[src/rtl/log_capture_ctrl.sv]
// log_capture_ctrl: sequences sample captures into the log RAM and serves processor reads when idle
module log_capture_ctrl #(
    parameter int NB_ADDR = 15,
    parameter int NB_DATA = 32
) (
    input  logic               clk,
    input  logic               i_rst,
    input  logic               i_run,
    input  logic               i_read,
    input  logic [NB_ADDR-1:0] i_rd_addr,
    input  logic               i_valid,
    input  logic [NB_DATA-1:0] i_data,
    output logic               o_wr_en,
    output logic [NB_ADDR-1:0] o_wr_addr,
    output logic [NB_DATA-1:0] o_wr_data,
    output logic               o_rd_en,
    output logic [NB_ADDR-1:0] o_rd_addr,
    input  logic [NB_DATA-1:0] i_rd_data,
    output logic [NB_DATA-1:0] o_data,
    output logic               o_mem_full,
    output logic               o_busy
);
    typedef enum logic [1:0] {IDLE, CAPTURE, FULL} state_t;
    localparam logic [NB_ADDR-1:0] LAST = '1;
    state_t             state, state_nxt;
    logic               run_d;
    logic               run_pulse;
    logic               capturing;
    logic               last_wr;
    logic [NB_ADDR-1:0] cnt;
    logic               rd_q;
    logic [NB_DATA-1:0] data_q;
    assign run_pulse = i_run & ~run_d;
    assign capturing = run_pulse | (state == CAPTURE);
    assign last_wr   = (state == CAPTURE) & i_valid & (cnt == LAST);
    // RAM read data is passed through on the cycle it arrives, then held
    assign o_data    = rd_q ? i_rd_data : data_q;
    // state register
    always_ff @(posedge clk) begin
        state <= i_rst ? IDLE : state_nxt;
    end
    // a run edge always (re)starts a capture; the final write ends it
    always_comb begin
        state_nxt = state;
        if (run_pulse)
            state_nxt = CAPTURE;
        else if (last_wr)
            state_nxt = FULL;
    end
    // capture write path, status flags and run edge detector
    always_ff @(posedge clk) begin
        if (i_rst) begin
            run_d      <= 1'b0;
            cnt        <= '0;
            o_wr_en    <= 1'b0;
            o_wr_addr  <= '0;
            o_wr_data  <= '0;
            o_mem_full <= 1'b0;
            o_busy     <= 1'b0;
        end else begin
            run_d <= i_run;
            if (run_pulse) begin
                cnt        <= '0;
                o_wr_en    <= 1'b0;
                o_mem_full <= 1'b0;
                o_busy     <= 1'b1;
            end else if (state == CAPTURE) begin
                o_wr_en <= i_valid;
                if (i_valid) begin
                    o_wr_addr <= cnt;
                    o_wr_data <= i_data;
                    cnt       <= last_wr ? cnt : cnt + 1'b1;
                end
                if (last_wr) begin
                    o_mem_full <= 1'b1;
                    o_busy     <= 1'b0;
                end
            end else begin
                o_wr_en <= 1'b0;
            end
        end
    end
    // processor read path, blocked while a capture is active or starting
    always_ff @(posedge clk) begin
        if (i_rst) begin
            o_rd_en   <= 1'b0;
            o_rd_addr <= '0;
            rd_q      <= 1'b0;
            data_q    <= '0;
        end else begin
            o_rd_en <= i_read & ~capturing;
            if (i_read & ~capturing)
                o_rd_addr <= i_rd_addr;
            rd_q   <= o_rd_en;
            data_q <= o_data;
        end
    end
endmodule
[config.mk]
export PLATFORM = sky130hd
export DESIGN_NAME = log_capture_ctrl
export DESIGN_NICKNAME = d
export VERILOG_FILES = /design/src/rtl/log_capture_ctrl.sv
export SDC_FILE = /design/constraint.sdc
export NUM_CORES = 1
export LEC_CHECK = 0
export ABC_AREA = 1
export ABC_CLOCK_PERIOD_IN_PS = 2000
export CORE_MARGIN = 2
export CORE_UTILIZATION = 43
export CTS_CLUSTER_DIAMETER = 200
export CTS_CLUSTER_SIZE = 20
export DETAILED_ROUTE_END_ITERATION = 8
export PLACE_DENSITY = 0.91
export SKIP_LAST_GASP = 1
export SLEW_MARGIN = 25
export SYNTH_ARGS = -nofsm -noshare
export SYNTH_HDL_FRONTEND = slang
export SYNTH_SLANG_ARGS = --single-unit
[constraint.sdc]
create_clock -name clk -period 2 [get_ports clk]
set_input_delay 0.3 -clock clk [delete_from_list [all_inputs] [get_ports clk]]
set_output_delay 0.3 -clock clk [all_outputs]
set_load 0.01 [all_outputs]
Yosys cells after proc, flatten, opt, wreduce, memory -nomap -nowiden
Cells that the tools add are included.
{ "totals": {"regBits": 117, "inputBits": 84, "out_inout_bits": 98, "elab_cells": 40} }
{ "classes": {"addsub": 1, "eq_ne": 2, "mux": 6, "bitwise": 10, "n_reduce_logical": 8} }
{ "op_table": {"columns": ["op", "n"], "rows": [
  ["2-to-1 mux 32 bit", 1],
  ["adder 15 x 1 -> 15 bit (second input constant)", 1],
  ["equality test 15 bit (second input constant)", 1],
  ["AND reduction 3 bit", 2],
  ["2-to-1 mux 1 bit", 5],
  ["inverter 1 bit", 5],
  ["AND 1 bit", 4],
  ["AND reduction 2 bit", 2],
  ["nonzero test 2 bit", 2],
  ["OR reduction 3 bit", 1],
  ["equality test 2 x 1 -> 1 bit (second input constant)", 1],
  ["OR reduction 2 bit", 1],
  ["bitwise OR 1 bit", 1]
]} }

Depth between registers and ports, before layout
{ "depth": {"depth_word": 6, "depth_mapped": 9, "ltp_nobuf": 8} }

Worst setup path after synthesis
OpenSTA, ideal clock, no wires.
{ "synth_path": {"kind": "register -> register", "startpoint": "register cnt[0]", "endpoint": "register cnt[13]", "setup_ns": 0.123, "t_arrival_ns": 1.317, "slack_ns": 0.560, "stages_incl_launch_ff": 10, "path_buffers": 1, "synth_period_minus_slack_ns": 1.440, "path_cell_list": "dfxtp_1 -> ha_1 -> inv_1 -> nor2_4 -> nand2_4 -> nor2_2 -> nor2_1 -> buf_2 -> nand2_1 -> a21oi_2"} }
{ "synth_via": {"elab_chain_cells": 4, "word_cells_on_any_way": 5, "classes_between": "add/sub (1); eq/ne (1); bitwise (2); reduce/logical (1)"} }
{ "synth_rtl": {"columns": ["item", "line_no", "text"], "rows": [
  ["from (decl)", "30", "logic [NB_ADDR-1:0] cnt;"],
  ["from (signal assigned)", "72", "cnt <= last_wr ? cnt : cnt + 1'b1;"],
  ["branches (longest 4 deep; another with adder 15 x 1 -> 15 bit)", null, null]
]} }
Several ways; the timed one is not identified.
A chain may end at the register's enable or synchronous reset.

Worst setup path in the final report
{ "layout_path": {"startpoint": "register rd_q", "endpoint": "output o_data[4]"} }
{ "layout_via": {"elab_chain_cells": 1} }
{ "layout_rtl": {"columns": ["item", "line_no", "text"], "rows": [
  ["from (decl)", "31", "logic rd_q;"],
  ["from (signal assigned)", "94", "rd_q <= o_rd_en;"],
  ["2-to-1 mux 32 bit", "37", "assign o_data = rd_q ? i_rd_data : data_q;"],
  ["to (decl)", "19", "output logic [NB_DATA-1:0] o_data,"]
]} }
No other way between the ends.

==> impl_metrics.tcl <==
set metrics [dict create \
    post_synth_num_cell_types 25 \
    worst_ep_required_time_ns 1.70 \
    synth-main-ff-cell "dfxtp_1" \
    crit_type "reg -> out" \
    synth_fp_nets 675 \
    ys_seq_area_share_pct 52.7 \
    pin_count 182 \
    post-route-drc-count 0 \
    n_antenna_cell 0 \
    worstMarginPinSlew_ns 0.458 \
    min_period_ns 2.09 \
    wire_per_inst_um 14.7 \
    final.period_utilization_pct 105 \
    layout_setup_ws_ns -0.0944 \
    final_area_mm2 0.00714 \
    coreArea_mm2 0.0102 \
    drtPass1Iterations 5 \
    initial_core_util_pct 43.6 \
    yosys_warnings 0 \
    die_y_um 106 \
    cts_sinks 117 \
    via_per_inst 4.99 \
    startpoint_type "flop" \
    cts_tree "built" \
    final_util_pct 70.1 \
    post-place-cells 887 \
    instances_no_fill 920 \
    finClkSkew_ns 0.0117 \
    io_buffers 181 \
    ctsRootBufferMaster "clkbuf_8" \
    grt_max_degree 55 \
    ir_worst_vdd_v 0.000571 \
    synth_top_area_share_pct 52.7 \
    path_max_fanout 8 \
    ys_ff_latch 117 \
    failed_checks "setup timing" \
    netlist_area_mm2 0.00444 \
    synthTopCellsByArea "dfxtp_1 (53%), nand2_1 (12%), nor2_1 (8.5%), o21ai_0 (7.5%), a21oi_1 (7.1%)" \
    status "finished with violations" \
    path_clk_slew_ns 0.06 \
    p_per_area_mw_per_mm2 882 \
    slew_headroom_pct 69.4 \
    clock_latency_ns 0.51 \
    hold_path.class "in -> reg" \
    synth_top_area_cell "dfxtp_1" \
    nets 856 \
    setup_viol 2 \
    hold_viol_final 0 \
    grt_pass1_wl_um 20700 \
    synth_edf_count 0 \
    drive_gt1_share_pct 8.04 \
    areaGrowthSynthToFinish_pct 60.8 \
    num_rows 37 \
    cts_made_buffers 17 \
    hold_ws_ns 0.370 \
    antenna_found_initial 0 \
    grt_pass1_vias 4392 \
    async_flop_share_pct 0 \
    htreeDepth 4 \
    wirelength_um 13500 \
    ant_nets 0 \
    drt_iter0_markers 322 \
    fillers 704 \
    fmax_ghz 0.477 \
    dp_hpwl_um 8340 \
    grt_use_total_pct 23.2 \
    p_leak_nw 3.41 \
    die-area_mm2 0.0112 \
    synthesis.instances 590 \
    place_area_mm2 0.00641 \
    fp.dieW_um 106 \
    syn_avg_cell_area_um2 7.53 \
    gp_congestion 0.789 \
    cap_viol_max_count 0 \
    crit_path_end_kind "primary output" \
    via_count 4594 \
    crit_arrival_ns 1.79 \
    grt_overflow_total 0 \
    rsz0062_at_grt "true" \
    total_power_mw 6.30 \
    slew_violations 0 \
    clock_path_buffers 2 \
]
cells in the mapped netlist, types with 2 or more instances:
library cell / n
a21oi_1: 63
nand4_1: 4
nor2_2: 2
xor2_1: 4
dfxtp_1: 117
nor2_1: 100
nand3_1: 4
nor2_4: 2
inv_1: 33
nand2_1: 145
o21ai_0: 67
clkbuf_1: 22
a21oi_2: 8
xnor2_1: 2
buf_2: 7
sequential cells by signal, indices dropped and copies added, names as in the netlist:
| register | flops |
|---|---|
| cnt | 15 |
| data_q | 32 |
| o_busy | 1 |
| o_mem_full | 1 |
| o_rd_addr | 15 |
| o_rd_en | 1 |
| o_wr_addr | 15 |
| o_wr_data | 32 |
| o_wr_en | 1 |
| rd_q | 1 |
| run_d | 1 |
| state | 2 |
logic make-up after synthesis:
logic type / Yosys count / share of synthesized area (%)
simple gates: 260 / 23.1
flops: 117 / 52.7
buf+inv: 66 / 5.97
fa+ha+maj: 1 / 0.282
xor+xnor: 6 / 1.18
compound gates: 140 / 16.7
metal layers:
layer  share of wire (%)  GRT usage [%]
met3                 9.3           9.83
met2                  48           38.6
met5                   0              0
met1                  41           26.7
met4                 1.8           8.27
worst paths after layout:
| kind | slack [ns] | cells past startpoint | endpoint | start |
|---|---|---|---|---|
| setup / recovery | -0.09 | 4 | o_data[4] | rd_q$_SDFF_PP0_ |
| hold / removal | 0.37 | 3 | run_d$_SDFF_PP0_ | i_run |
| setup reg to reg | 0.36 | 8 | cnt[10]$_SDFFE_PP0P_ | cnt[0]$_SDFFE_PP0P_ |
| hold reg to reg | 0.41 | 2 | rd_q$_SDFF_PP0_ | o_rd_en$_SDFF_PP0_ |
critical path, stage by stage (launching register included):
cell             delay (ns)
dfxtp_2                0.36
buf_4                  0.18
nand2_1                0.12
nand2_1                0.10
clkdlybuf4s50_1        0.53
report_power, final:
part / internal (mW) / switching, mW
Sequential: 2.43 / 0.0464
Clock: 2.02 / 1.14
Combinational: 0.378 / 0.292
Total: 4.82 / 1.48
per-stage QoR:
stage,setup TNS (ns),worst slack [ns]
4_1_cts,-4.05,-0.178
3_3_place_gp,0,0.232
3_5_place_dp,0,0.148
2_1_floorplan,0,0.560
6_report,-0.138,-0.0944
5_1_grt,-0.302,-0.164
area by class of cell:
| type | count | area (µm²) | share of cell area (%) |
|---|---|---|---|
| multi-input cells | 407 | 1830 | 25.7 |
| well taps | 136 | 170 | 2.38 |
| inverters | 34 | 128 | 1.79 |
| clock buffers | 20 | 455 | 6.38 |
| repair buffers | 194 | 2040 | 28.6 |
| flip-flops and latches | 117 | 2340 | 32.8 |
| clock inverters | 12 | 169 | 2.36 |
layout by cell type, fill, tap and decap left out:
cell / Yosys / final
ha_1: 1 / 1
dfxtp_2: 0 / 1
o21ai_4: 1 / 1
nor2_4: 2 / 2
dlygate4sd2_1: 0 / 1
nor2_1: 100 / 100
clkbuf_16: 0 / 17
bufinv_16: 0 / 3
nor2_2: 2 / 2
buf_8: 0 / 1
nand3_1: 4 / 4
buf_12: 0 / 3
dfxtp_1: 117 / 116
a31oi_1: 1 / 1
nor3_1: 1 / 1
buf_4: 0 / 8
inv_2: 1 / 2
inv_6: 0 / 1
a21oi_2: 8 / 8
inv_8: 0 / 1
clkinvlp_4: 0 / 2
clkbuf_8: 0 / 4
nand3_2: 1 / 1
o21ai_0: 67 / 67
nand2_1: 145 / 145
clkinv_4: 0 / 5
inv_1: 33 / 32
clkdlybuf4s50_1: 0 / 151
xnor2_1: 2 / 2
a21oi_1: 63 / 63
nand4_1: 4 / 4
dlymetal6s2s_1: 0 / 29
nand2_4: 1 / 1
xor2_1: 4 / 4
repair_timing:
item                                    CTS  global route
hold buffers                              0             0
resized for setup                         2            32
endpoints found under the setup margin   32            31
cloned                                    0             1
buffers inserted                          0             0
Power figures use the tool's default switching activity.
